--- src/rtl/svo_pkg.sv ---
// svo_pkg: shared constants and types for the svo video timing slice.
// Holds default 640x480 timing, the RGB888 pixel type, TMDS control-word
// constants and the colour-bar lookup used by the optional test pattern.
package svo_pkg;

   // Default 640x480 @ 60 Hz raster timing (pixel clocks / lines).
   localparam int DEF_H_ACTIVE = 640;
   localparam int DEF_H_FP     = 16;
   localparam int DEF_H_SYNC   = 96;
   localparam int DEF_H_BP     = 48;
   localparam int DEF_V_ACTIVE = 480;
   localparam int DEF_V_FP     = 10;
   localparam int DEF_V_SYNC   = 2;
   localparam int DEF_V_BP     = 33;
   localparam bit DEF_HS_POL   = 1'b0;
   localparam bit DEF_VS_POL   = 1'b0;

   // Raster counters are 12 bits wide, so totals must not exceed 4096.
   localparam int CNT_W = 12;

   // TMDS control inputs: blue carries {vsync, hsync}, red and green idle.
   localparam logic [1:0] TMDS_CTRL_IDLE = 2'b00;
   localparam int         TMDS_CTRL_HS  = 0;
   localparam int         TMDS_CTRL_VS  = 1;

   // One pixel, laid out so that a 24-bit {R, G, B} word casts directly.
   typedef struct packed {
      logic [7:0] r;
      logic [7:0] g;
      logic [7:0] b;
   } rgb888_t;

   // Eight classic colour bars, full-scale 255/0 levels, left to right.
   function automatic rgb888_t barColour(input logic [31:0] idx);
      rgb888_t c;
      case (idx)
         32'd0:   c = '{8'hFF, 8'hFF, 8'hFF};
         32'd1:   c = '{8'hFF, 8'hFF, 8'h00};
         32'd2:   c = '{8'h00, 8'hFF, 8'hFF};
         32'd3:   c = '{8'h00, 8'hFF, 8'h00};
         32'd4:   c = '{8'hFF, 8'h00, 8'hFF};
         32'd5:   c = '{8'hFF, 8'h00, 8'h00};
         32'd6:   c = '{8'h00, 8'h00, 8'hFF};
         default: c = '{8'h00, 8'h00, 8'h00};
      endcase
      return c;
   endfunction

endpackage

--- src/rtl/svo_pattern_gen.sv ---
// svo_pattern_gen: combinational 8-bar colour pattern indexed by h_cnt.
// Only built when SVO_TESTPATTERN_EN is defined; otherwise this file is empty.
`ifdef SVO_TESTPATTERN_EN
module svo_pattern_gen
   import svo_pkg::*;
#(
   parameter int H_ACTIVE = DEF_H_ACTIVE
) (
   input  logic [CNT_W-1:0] i_hCnt,
   output rgb888_t          o_rgb
);

   logic [31:0] w_barIdx;

   // Scale the horizontal position so the active width spans eight equal bars.
   always_comb begin
      w_barIdx = ({20'd0, i_hCnt} << 3) / 32'(H_ACTIVE);
      o_rgb    = barColour(w_barIdx);
   end

endmodule
`endif

--- src/rtl/svo_timing_gen.sv ---
// svo_timing_gen: raster counters, region decode and registered video outputs
// feeding the TMDS encoders. Pixels are pulled from a valid/ready stream during
// active video; a missing pixel is replaced by black and flagged as underflow.
// Optional macro SVO_TESTPATTERN_EN adds pattern_sel and internal colour bars.
module svo_timing_gen
   import svo_pkg::*;
#(
   parameter int H_ACTIVE = DEF_H_ACTIVE,
   parameter int H_FP     = DEF_H_FP,
   parameter int H_SYNC   = DEF_H_SYNC,
   parameter int H_BP     = DEF_H_BP,
   parameter int V_ACTIVE = DEF_V_ACTIVE,
   parameter int V_FP     = DEF_V_FP,
   parameter int V_SYNC   = DEF_V_SYNC,
   parameter int V_BP     = DEF_V_BP,
   parameter bit HS_POL   = DEF_HS_POL,
   parameter bit VS_POL   = DEF_VS_POL
) (
   input  logic        clk,
   input  logic        resetn,
   input  logic        enable,
   input  logic        in_valid,
   output logic        in_ready,
   input  logic [23:0] in_data,
   input  logic        clear_flags,
   output logic        de,
   output logic        hsync,
   output logic        vsync,
   output logic [7:0]  r,
   output logic [7:0]  g,
   output logic [7:0]  b,
   output logic        frame_start,
   output logic        underflow
`ifdef SVO_TESTPATTERN_EN
   ,
   input  logic        pattern_sel
`endif
);

   localparam int H_TOTAL = H_ACTIVE + H_FP + H_SYNC + H_BP;
   localparam int V_TOTAL = V_ACTIVE + V_FP + V_SYNC + V_BP;
   localparam int H_SYNC_START = H_ACTIVE + H_FP;
   localparam int V_SYNC_START = V_ACTIVE + V_FP;
   localparam logic [CNT_W-1:0] H_LAST = CNT_W'(H_TOTAL - 1);
   localparam logic [CNT_W-1:0] V_LAST = CNT_W'(V_TOTAL - 1);

   logic [CNT_W-1:0] r_hCnt;
   logic [CNT_W-1:0] r_vCnt;
   logic             r_de;
   logic             r_hsync;
   logic             r_vsync;
   logic             r_frameStart;
   logic             r_underflow;
   rgb888_t          r_pix;

   logic    w_active;
   logic    w_hSyncRgn;
   logic    w_vSyncRgn;
   logic    w_inReady;
   logic    w_underflowSet;
   logic    w_patSel;
   rgb888_t w_barPix;
   rgb888_t w_pixNext;

`ifdef SVO_TESTPATTERN_EN
   assign w_patSel = pattern_sel;

   svo_pattern_gen #(
      .H_ACTIVE (H_ACTIVE)
   ) u_patternGen (
      .i_hCnt (r_hCnt),
      .o_rgb  (w_barPix)
   );
`else
   assign w_patSel = 1'b0;
   assign w_barPix = '0;
`endif

   // Region decode from the registered counters only, so in_ready never
   // depends on in_valid; reset forces in_ready low even while enabled.
   always_comb begin
      w_active       = (int'(r_hCnt) < H_ACTIVE) && (int'(r_vCnt) < V_ACTIVE);
      w_hSyncRgn     = (int'(r_hCnt) >= H_SYNC_START) && (int'(r_hCnt) < H_SYNC_START + H_SYNC);
      w_vSyncRgn     = (int'(r_vCnt) >= V_SYNC_START) && (int'(r_vCnt) < V_SYNC_START + V_SYNC);
      w_inReady      = resetn && enable && w_active && !w_patSel;
      w_underflowSet = w_inReady && !in_valid;
   end

   // Choose the pixel for the next output cycle: bars, accepted data or black.
   always_comb begin
      w_pixNext = '0;
      if (w_patSel) begin
         if (enable && w_active) begin
            w_pixNext = w_barPix;
         end
      end else if (w_inReady && in_valid) begin
         w_pixNext = rgb888_t'(in_data);
      end
   end

   // Free-running raster counters; disabling snaps them back to the origin.
   always_ff @(posedge clk or negedge resetn) begin
      if (!resetn) begin
         r_hCnt <= '0;
         r_vCnt <= '0;
      end else if (!enable) begin
         r_hCnt <= '0;
         r_vCnt <= '0;
      end else if (r_hCnt == H_LAST) begin
         r_hCnt <= '0;
         r_vCnt <= (r_vCnt == V_LAST) ? '0 : r_vCnt + 1'b1;
      end else begin
         r_hCnt <= r_hCnt + 1'b1;
      end
   end

   // Output register: every video output lags the counter state by one clock.
   always_ff @(posedge clk or negedge resetn) begin
      if (!resetn) begin
         r_de         <= 1'b0;
         r_hsync      <= ~HS_POL;
         r_vsync      <= ~VS_POL;
         r_frameStart <= 1'b0;
         r_pix        <= '0;
      end else begin
         r_de         <= enable && w_active;
         r_hsync      <= (enable && w_hSyncRgn) ? HS_POL : ~HS_POL;
         r_vsync      <= (enable && w_vSyncRgn) ? VS_POL : ~VS_POL;
         r_frameStart <= enable && (r_hCnt == '0) && (r_vCnt == '0);
         r_pix        <= w_pixNext;
      end
   end

   // Sticky underflow; a new underflow outranks a simultaneous clear.
   always_ff @(posedge clk or negedge resetn) begin
      if (!resetn) begin
         r_underflow <= 1'b0;
      end else if (w_underflowSet) begin
         r_underflow <= 1'b1;
      end else if (clear_flags) begin
         r_underflow <= 1'b0;
      end
   end

   assign in_ready    = w_inReady;
   assign de          = r_de;
   assign hsync       = r_hsync;
   assign vsync       = r_vsync;
   assign r           = r_pix.r;
   assign g           = r_pix.g;
   assign b           = r_pix.b;
   assign frame_start = r_frameStart;
   assign underflow   = r_underflow;

endmodule

--- config.mk ---
export PLATFORM = sky130hd
export DESIGN_NAME = svo_timing_gen
export DESIGN_NICKNAME = d
export VERILOG_FILES = /design/src/rtl/svo_pkg.sv /design/src/rtl/svo_pattern_gen.sv /design/src/rtl/svo_timing_gen.sv
export SDC_FILE = /design/constraint.sdc
export NUM_CORES = 1
export LEC_CHECK = 0
export BUFFER_PORTS_ARGS = -buffer_cell sky130_fd_sc_hd__buf_2
export CAP_MARGIN = 20
export CELL_PAD_IN_SITES_DETAIL_PLACEMENT = 0
export CELL_PAD_IN_SITES_GLOBAL_PLACEMENT = 1
export CORE_MARGIN = 2
export CORE_UTILIZATION = 41
export DETAILED_ROUTE_END_ITERATION = 10
export GPL_ROUTABILITY_DRIVEN = 0
export HOLD_SLACK_MARGIN = 0.06
export PLACE_DENSITY_LB_ADDON = 0.1
export SYNTH_ARGS = -nofsm -noshare
export SYNTH_HDL_FRONTEND = slang
export SYNTH_SLANG_ARGS = --single-unit
export TNS_END_PERCENT = 100
--- constraint.sdc ---
create_clock -name clk -period 2.4 [get_ports clk]
set_input_delay 0.24 -clock clk [delete_from_list [all_inputs] [get_ports clk]]
set_output_delay 0.24 -clock clk [all_outputs]
set_load 0.02 [all_outputs]
==> run_results.csv, run 1 <==
group,metric,value,unit
run_status,status,"completed",
finish,final_layout_size_suffix_gt1_share,29.39,%
global_routing,grt_pass1_vias,1751,
clock_network,cts_tree,"yes",
critical_path,worstSetupPathType,"flip-flop to flip-flop",
global_routing,grt_max_degree,54,
sta,max_freq,472.0,MHz
drt,drc,0,
sta,worst_slew_pin_slew,662.7,ps
clock_network,cts_sinks,53,
hold_path,worst_hold_path_type,"primary input to asynchronous set/reset pin",
sta,min_period,2119,ps
synthesis,synth_area,2400,um2
synthesis,synth.area.top_cells,"dfrtp_1 53%, and2_1 7.6%, xnor2_1 2.6%",
sta,max-slew-margin-rel,55.82,%
clock_network,cts_buffers,5,
critical_path,slowest_stage,"o41a_1",
sta,final-setup-viol-count,0,
pwr,leakage,1.380,nW
floorplan,core,5574,um2
drt,vias,1803,
sta,hold_viol_final,0,
global_routing,antenna_found_initial,0,
finish,multi_input_area,965.9,um2
finish,finalNonFillerCells,351,
synthesis,synth_ff_type,"dfrtp_1",
sta,whs,77.91,ps
flow_run,drv_cap,0,
synthesis,synth_common_cells,"51 x dfrtp_1, 29 x and2_1, 14 x nor2_1",
critical_path,critical_path.max_stage_delay,640,ps
sta,slew_viol_final,0,
pwr,ir_drop,0.3049,mV
global_routing,grt_first_pass_wirelength,8.625,mm
sta,fin_tns_setup,0,ps
drt,wl,4.974,mm
place,place_inst,343,
floorplan,dieArea,6481,um2
clock_network,post-cts-setup-buffers,0,
synthesis,synth.most_common_cell,"dfrtp_1",
place,dp_slack,301.5,ps
drt,vias_per_cell,5.137,
synthesis,synth_edf_count,0,
drt,first_pass_iters,4,
sta,setup_slack,281.2,ps
clock_network,clk_latency,310,ps
global_routing,grtUsageTotal,17.46,%
critical_path,cp_max_fo,10,
finish,antenna_cells,0,
finish,register_area,1329,um2
synthesis,synth_nets,252,
critical_path,cp.required,2590,ps
sta,rsz0062_at_grt,"false",
synthesis,synth_seq_cells,53,
synthesis,yosys_warnings,0,
synthesis,syn_inst,219,
synthesis,yosysTopAreaCell,"dfrtp_1",
sta,finClkSkew,4.825,ps
critical_path,worstReg2RegStart,"r_hCnt[10]",
critical_path,r2r_end,"r_vCnt[3]",
critical_path,crit_chain,"or4_4 -> o41a_1 -> a22oi_2 -> o31ai_1",
critical_path,arrival,2310,ps
drt,wl_per_cell,14.17,um
clock_network,clk_pin_slew,100,ps
synthesis,ys_types,41,
floorplan,initial_core_util,43.05,%
sta,period_share,88.28,%
finish,syn_to_final_growth,18.82,%
clock_network,h-tree-depth,2,
clock_network,cts_root_buf,"clkbuf_8",
synthesis,ys_seq_area_share,55.37,%
floorplan,ios,59,
critical_path,critPathCapture,"r_vCnt[3]",
drt,antenna_left,0,
floorplan,rows,27,
critical_path,r2r_setup_slack,280,ps
critical_path,end_kind,"flip-flop",
synthesis,synth_area_per_cell,10.96,um2
place,port_buffers,58,
critical_path,crit_start,"r_hCnt[10]",
place,hpwlAfterDp,3.578,mm
synthesis,async_reset_ff_share,100.0,%
pwr,pwr_density_cell,545.1,nW/um2
critical_path,critPathLaunchType,"flip-flop",
floorplan,die_w,80.51,um
clock_network,post_cts_resized,0,
floorplan,die_h,80.51,um
critical_path,reg2reg_depth,4,
drt,drt_iter0_markers,108,
synthesis,synth_top_area_share,53.18,%
clock_network,cts_buffer_depth,2,
finish,finish.utilization,51.16,%
finish,fin_nets,311,
clock_network,cts_hold_buf,0,
global_routing,grt_overflow,0,
finish,fillers,518,
==> state kept, by name, indices dropped and copies added (netlist names), 8 cells and up <==
name and count:
r_hCnt 12, r_vCnt 12, b 8, r 8, g 8
==> logic make-up after synthesis <==
kind of cell             synth area share [%]
adder cells (fa/ha/maj)                 2.086
XOR/XNOR                                3.285
flip-flops                              55.37
multiplexers                            2.086
AO/OA/AOI/OAI                           8.343
buffers and inverters                   4.380
AND/OR/NAND/NOR                         24.45
==> final cells by class <==
cell class	count	share of cell area [%]
Sequential cell	53	46.60
Multi-Input combinational cell	142	33.87
Timing Repair Buffer	63	11.50
Tap cell	72	3.159
Clock buffer	5	2.413
Inverter	13	1.711
Clock inverter	3	0.7459
==> worst max-delay path: cells and delay by family (launching register included) <==
family          cells  cell delay [ps]
flops               1              420
compound gates      3              990
simple gates        1              580
==> per-layer routing <==
metal / part of all wire (%) / GRT usage [%]
met2: 46 / 26.75
met1: 46 / 23.30
met5: 0 / 0
met3: 6.8 / 5.955
met4: 1.2 / 5.424
==> where the power goes <==
group	switching, mW	leakage (nW)	internal, mW	total, mW
combinational	0.0771	0.614	0.0474	0.125
clock	0.303	0.0445	0.208	0.510
sequential	0.00895	0.721	0.911	0.919
==> worst min path at each step <==
stage              from         to  slack, ps  cells after the start
2_1_floorplan    resetn       b[0]        -60                      0
3_3_place_gp   in_valid  underflow        430                      2
3_5_place_dp   in_valid  underflow        440                      2
4_1_cts        in_valid  underflow         90                      2
5_1_grt        in_valid  underflow         80                      2
6_report         resetn  r_vCnt[0]         80                      2
==> stage by stage <==
step | cell area [um2] | power [mW]
4_1_cts | 2851 | 1.580
3_3_place_gp | 2761 | 1.064
2_1_floorplan | 2400 | 0.9975
5_1_grt | 2851 | 1.637
3_5_place_dp | 2761 | 1.065
6_report | 2851 | 1.554
==> cell usage in the layout, fill, tap and decap left out, types with 3 or more instances in the layout <==
cell | netlist | layout
a22oi_2 | 4 | 4
a31oi_1 | 5 | 5
a41oi_1 | 3 | 3
and2_1 | 29 | 29
and3_1 | 6 | 6
buf_2 | 2 | 58
buf_4 | 1 | 5
clkbuf_8 | 0 | 5
dfrtp_1 | 51 | 51
ha_1 | 4 | 4
inv_1 | 13 | 13
mux2i_1 | 5 | 5
nand2_1 | 8 | 8
nand3_1 | 11 | 11
nand4_1 | 9 | 9
nor2_1 | 14 | 14
nor4b_1 | 3 | 3
o21ai_0 | 4 | 4
o31ai_1 | 4 | 4
xnor2_1 | 7 | 7
Note: power is estimated with default switching activity, not from simulation.
==> run 2: changes to the inputs <==
Clock period 2.4 ns to 2.2 ns, I/O delays scaled along.
==> run_results.csv, run 2 (synthesized netlist as in run 1, its figures left out) <==
group,metric,value,unit
run_status,status,"completed",
clock_network,cts_sinks,53,
drt,drt_iter0_markers,70,
drt,vias_per_cell,5.067,
finish,final_layout_size_suffix_gt1_share,30.28,%
place,hpwlAfterDp,3.661,mm
drt,wl,5.089,mm
floorplan,die_h,80.51,um
sta,fin_tns_setup,0,ps
clock_network,clk_pin_slew,100,ps
sta,slew_viol_final,0,
flow_run,drv_cap,0,
finish,antenna_cells,0,
pwr,leakage,1.421,nW
global_routing,grtUsageTotal,17.15,%
critical_path,crit_start,"r_hCnt[10]",
clock_network,cts_root_buf,"clkbuf_8",
global_routing,grt_pass1_vias,1774,
floorplan,core,5574,um2
clock_network,h-tree-depth,2,
critical_path,r2r_setup_slack,150,ps
hold_path,worst_hold_path_type,"primary input to flip-flop",
place,port_buffers,58,
floorplan,dieArea,6481,um2
sta,max_freq,487.0,MHz
finish,largestRegisters,"r_hCnt x12, r_vCnt x12",
critical_path,end_kind,"flip-flop",
critical_path,worstSetupPathType,"flip-flop to flip-flop",
floorplan,ios,59,
critical_path,arrival,2240,ps
sta,rsz0062_at_grt,"false",
clock_network,cts_buffers,5,
finish,layout_commonest_cell,"buf_2",
sta,period_share,93.33,%
finish,syn_to_final_growth,21.95,%
finish,finish.utilization,52.50,%
sta,finClkSkew,9.030,ps
drt,vias,1804,
clock_network,clk_latency,300,ps
finish,fin_area,2927,um2
place,placed_area,2804,um2
finish,fin_nets,316,
drt,antenna_left,0,
clock_network,cts_buffer_depth,2,
sta,max-slew-margin-rel,59.73,%
drt,wl_per_cell,14.29,um
critical_path,critPathLaunchType,"flip-flop",
place,dp_slack,103.4,ps
pwr,pwr_density_cell,617.2,nW/um2
critical_path,r2r_end,"r_vCnt[7]",
global_routing,grt_overflow,0,
critical_path,cp.required,2390,ps
global_routing,grt_first_pass_wirelength,8.562,mm
sta,min_period,2053,ps
critical_path,worstReg2RegStart,"r_hCnt[10]",
drt,first_pass_iters,4,
critical_path,reg2reg_depth,4,
pwr,ir_drop,0.2765,mV
sta,setup_slack,146.7,ps
critical_path,critPathCapture,"r_vCnt[7]",
clock_network,cts_tree,"yes",
drt,drc,0,
floorplan,initial_core_util,43.05,%
global_routing,grt_max_degree,49,
floorplan,die_w,80.51,um
sta,worst_slew_pin_slew,604.0,ps
floorplan,rows,27,
critical_path,cp_max_fo,10,
sta,hold_viol_final,0,
sta,whs,95.64,ps
finish,fillers,522,
sta,final-setup-viol-count,0,
global_routing,antenna_found_initial,0,
finish,mostFrequentLayoutCells,"58 x buf_2, 51 x dfrtp_1, 29 x and2_1",
## run 2: power by group
group	internal, mW	switching, mW
clock network	0.342	0.317
registers	0.993	0.00961
logic	0.0578	0.0863
total	1.39	0.413
## run 2: timing repair
item / 4_1_cts / 5_1_grt
hold endpoints to repair: 5 / 0
setup buffers: 0 / 0
hold buffers: 1 / 0
resized for setup: 0 / 1
endpoints found under the setup margin: 0 / 2
## run 2: area by class of cell
class	count	area (um2)	share of cell area [%]
Sequential cell	53	1329	45.40
Clock buffer	6	72.57	2.480
Clock inverter	2	38.79	1.325
Timing Repair Buffer	68	380.4	13.00
Tap cell	72	90.09	3.078
Inverter	13	48.80	1.667
Multi-Input combinational cell	142	967.2	33.05
## run 2: worst min-delay path by stage
stage / start / endpoint / cells after the start
floorplan: resetn / b[0] / 0
global placement: resetn / r[6] / 1
detailed placement: resetn / r[6] / 1
CTS: in_valid / underflow / 2
global route: clear_flags / underflow / 2
finish: in_valid / underflow / 2
## run 2: critical path: stages (launching register included)
cell and delay (ps):
dfrtp_1 420, or4_4 580, o41a_2 630, a22oi_2 220, o31ai_1 100
## run 2: routing by layer
| layer | routed length, um | track usage (%) | up-vias |
|---|---|---|---|
| met5 | 0 | 0 | - |
| met4 | 42 | 5.254 | 0 |
| met3 | 379 | 5.843 | 5 |
| met2 | 2219 | 26.00 | 52 |
| met1 | 2448 | 23.18 | 855 |
| li1 | - | - | 892 |
## run 2: stage by stage
stage,cells,power [mW]
floorplan,219,1.088
global placement,347,1.166
detailed placement,347,1.168
CTS,356,1.830
global route,356,1.887
finish,356,1.806
==> run 3: changes to the inputs <==
Settings changed: CORE_UTILIZATION 41 to 37.
Clock period 2.2 ns to 1.76 ns, I/O delays scaled along.
==> run_results.csv, run 3 (synthesized netlist as in run 1, its figures left out) <==
group,metric,value,unit
critical_path,crit_chain,"or4_4 -> o41a_1 -> buf_6 -> a22oi_2 -> o31ai_1",
finish,antenna_cells,0,
finish,final_layout_size_suffix_gt1_share,42.14,%
clock_network,clk_pin_slew,100,ps
clock_network,cts_sinks,53,
flow_run,drv_cap,0,
run_status,status,"finished, violations left",
finish,fillers,599,
finish,multi_input_area,1047,um2
pwr,leakage,1.638,nW
drt,drc,0,
clock_network,cts_buffer_depth,2,
drt,vias_per_cell,4.967,
finish,syn_to_final_growth,39.57,%
global_routing,grt_first_pass_wirelength,9.045,mm
run_status,violations,"setup timing",
critical_path,critPathTopFamily,"compound AO/OA/AOI/OAI gates",
sta,fin_tns_setup,-338.1,ps
drt,first_pass_iters,4,
clock_network,h-tree-depth,2,
critical_path,cp.required,1950,ps
floorplan,initial_core_util,38.01,%
drt,wl_per_cell,14.51,um
critical_path,end_kind,"flip-flop",
critical_path,path_buf_inv,1,
global_routing,grt_pass1_vias,1863,
sta,hold_viol_final,0,
floorplan,ios,59,
floorplan,core,6314,um2
sta,max-slew-margin-rel,64.21,%
finish,register_area,1329,um2
sta,final-setup-viol-count,9,
critical_path,worstReg2RegStart,"r_hCnt[11]",
drt,vias,1962,
sta,period_share,103.5,%
finish,layout_commonest_cell,"buf_2",
place,port_buffers,58,
finish,largestRegisters,"r_hCnt x12, r_vCnt x12",
floorplan,dieArea,7146,um2
place,place_inst,377,
drt,wl,5.731,mm
clock_network,cts_buffers,5,
floorplan,die_w,84.54,um
global_routing,grtUsageTotal,15.80,%
sta,rsz0062_at_grt,"true",
critical_path,worstSetupPathType,"flip-flop to flip-flop",
critical_path,critical_path.max_stage_delay,570,ps
finish,finalNonFillerCells,395,
clock_network,cts_tree,"yes",
floorplan,die_h,84.54,um
pwr,ir_drop,0.4293,mV
critical_path,slowest_stage,"or4_4",
clock_network,clk_latency,300,ps
sta,setup_slack,-61.67,ps
critical_path,critPathLaunchType,"flip-flop",
drt,antenna_left,0,
sta,max_freq,548.9,MHz
clock_network,cts_root_buf,"clkbuf_8",
finish,finish.utilization,53.05,%
sta,worst_slew_pin_slew,536.9,ps
finish,mostFrequentLayoutCells,"57 x buf_2, 51 x dfrtp_1, 33 x buf_4",
sta,slew_viol_final,0,
floorplan,rows,29,
critical_path,cp_max_fo,10,
hold_path,worst_hold_path_type,"primary input to flip-flop",
hold_path,holdCritStartpoint,"in_data[3]",
sta,finClkSkew,11.34,ps
finish,fin_nets,350,
critical_path,arrival,2020,ps
place,hpwlAfterDp,4.002,mm
sta,whs,72.45,ps
global_routing,grt_max_degree,43,
global_routing,antenna_found_initial,0,
sta,min_period,1822,ps
drt,drt_iter0_markers,71,
critical_path,crit_start,"r_hCnt[11]",
pwr,pwr_density_cell,693.9,nW/um2
global_routing,grt_overflow,0,
## run 3: layout make-up
cell class                      instances  area share [%]
Clock inverter                          2           1.158
Multi-Input combinational cell        142           31.27
Sequential cell                        53           39.67
Timing Repair Buffer                  102           21.40
Tap cell                               77           2.876
Clock buffer                            6           2.167
Inverter                               13           1.457
## run 3: worst paths after layout
path                             end  slack [ps]  cells past startpoint
max                        r_vCnt[3]         -60                      5
min                             b[3]          70                      2
min in group asynchronous  underflow         300                      2
max in group asynchronous      vsync         590                      3
max reg2reg                r_vCnt[3]         -60                      5
min reg2reg                underflow         550                      2
## run 3: metrics by stage
step	instance area [um2]	worst slack (ps)	power, mW
after floorplan	2407	-24.00	1.361
after global placement	3030	-51.21	1.475
after detailed placement	3030	-78.63	1.476
after CTS	3199	-78.40	2.328
after global routing	3349	-140.2	2.426
final	3349	-61.67	2.324
## run 3: routing by layer
metal | share of wire [%] | wire length (um) | vias to the layer above | track usage, %
met5 | 0 | 0 | - | 0
met4 | 0.42 | 24 | 0 | 3.463
met3 | 6.8 | 392 | 2 | 5.113
met2 | 48 | 2745 | 54 | 25.63
met1 | 45 | 2568 | 947 | 20.84
li1 | - | - | 959 | -
## run 3: repair_timing
action / in CTS / in global routing
resized for setup: 8 / 16
cloned: 0 / 2
endpoints found under the hold margin: 12 / 1
pin swaps: 1 / 2
hold buffers: 3 / 1
buffers inserted: 0 / 4
setup endpoints to repair: 11 / 17
## run 3: report_power, final
group          switching [mW]  internal [mW]  total (mW)
logic                   0.122          0.107       0.230
registers             0.00881           1.24        1.25
clock network           0.413          0.431       0.844
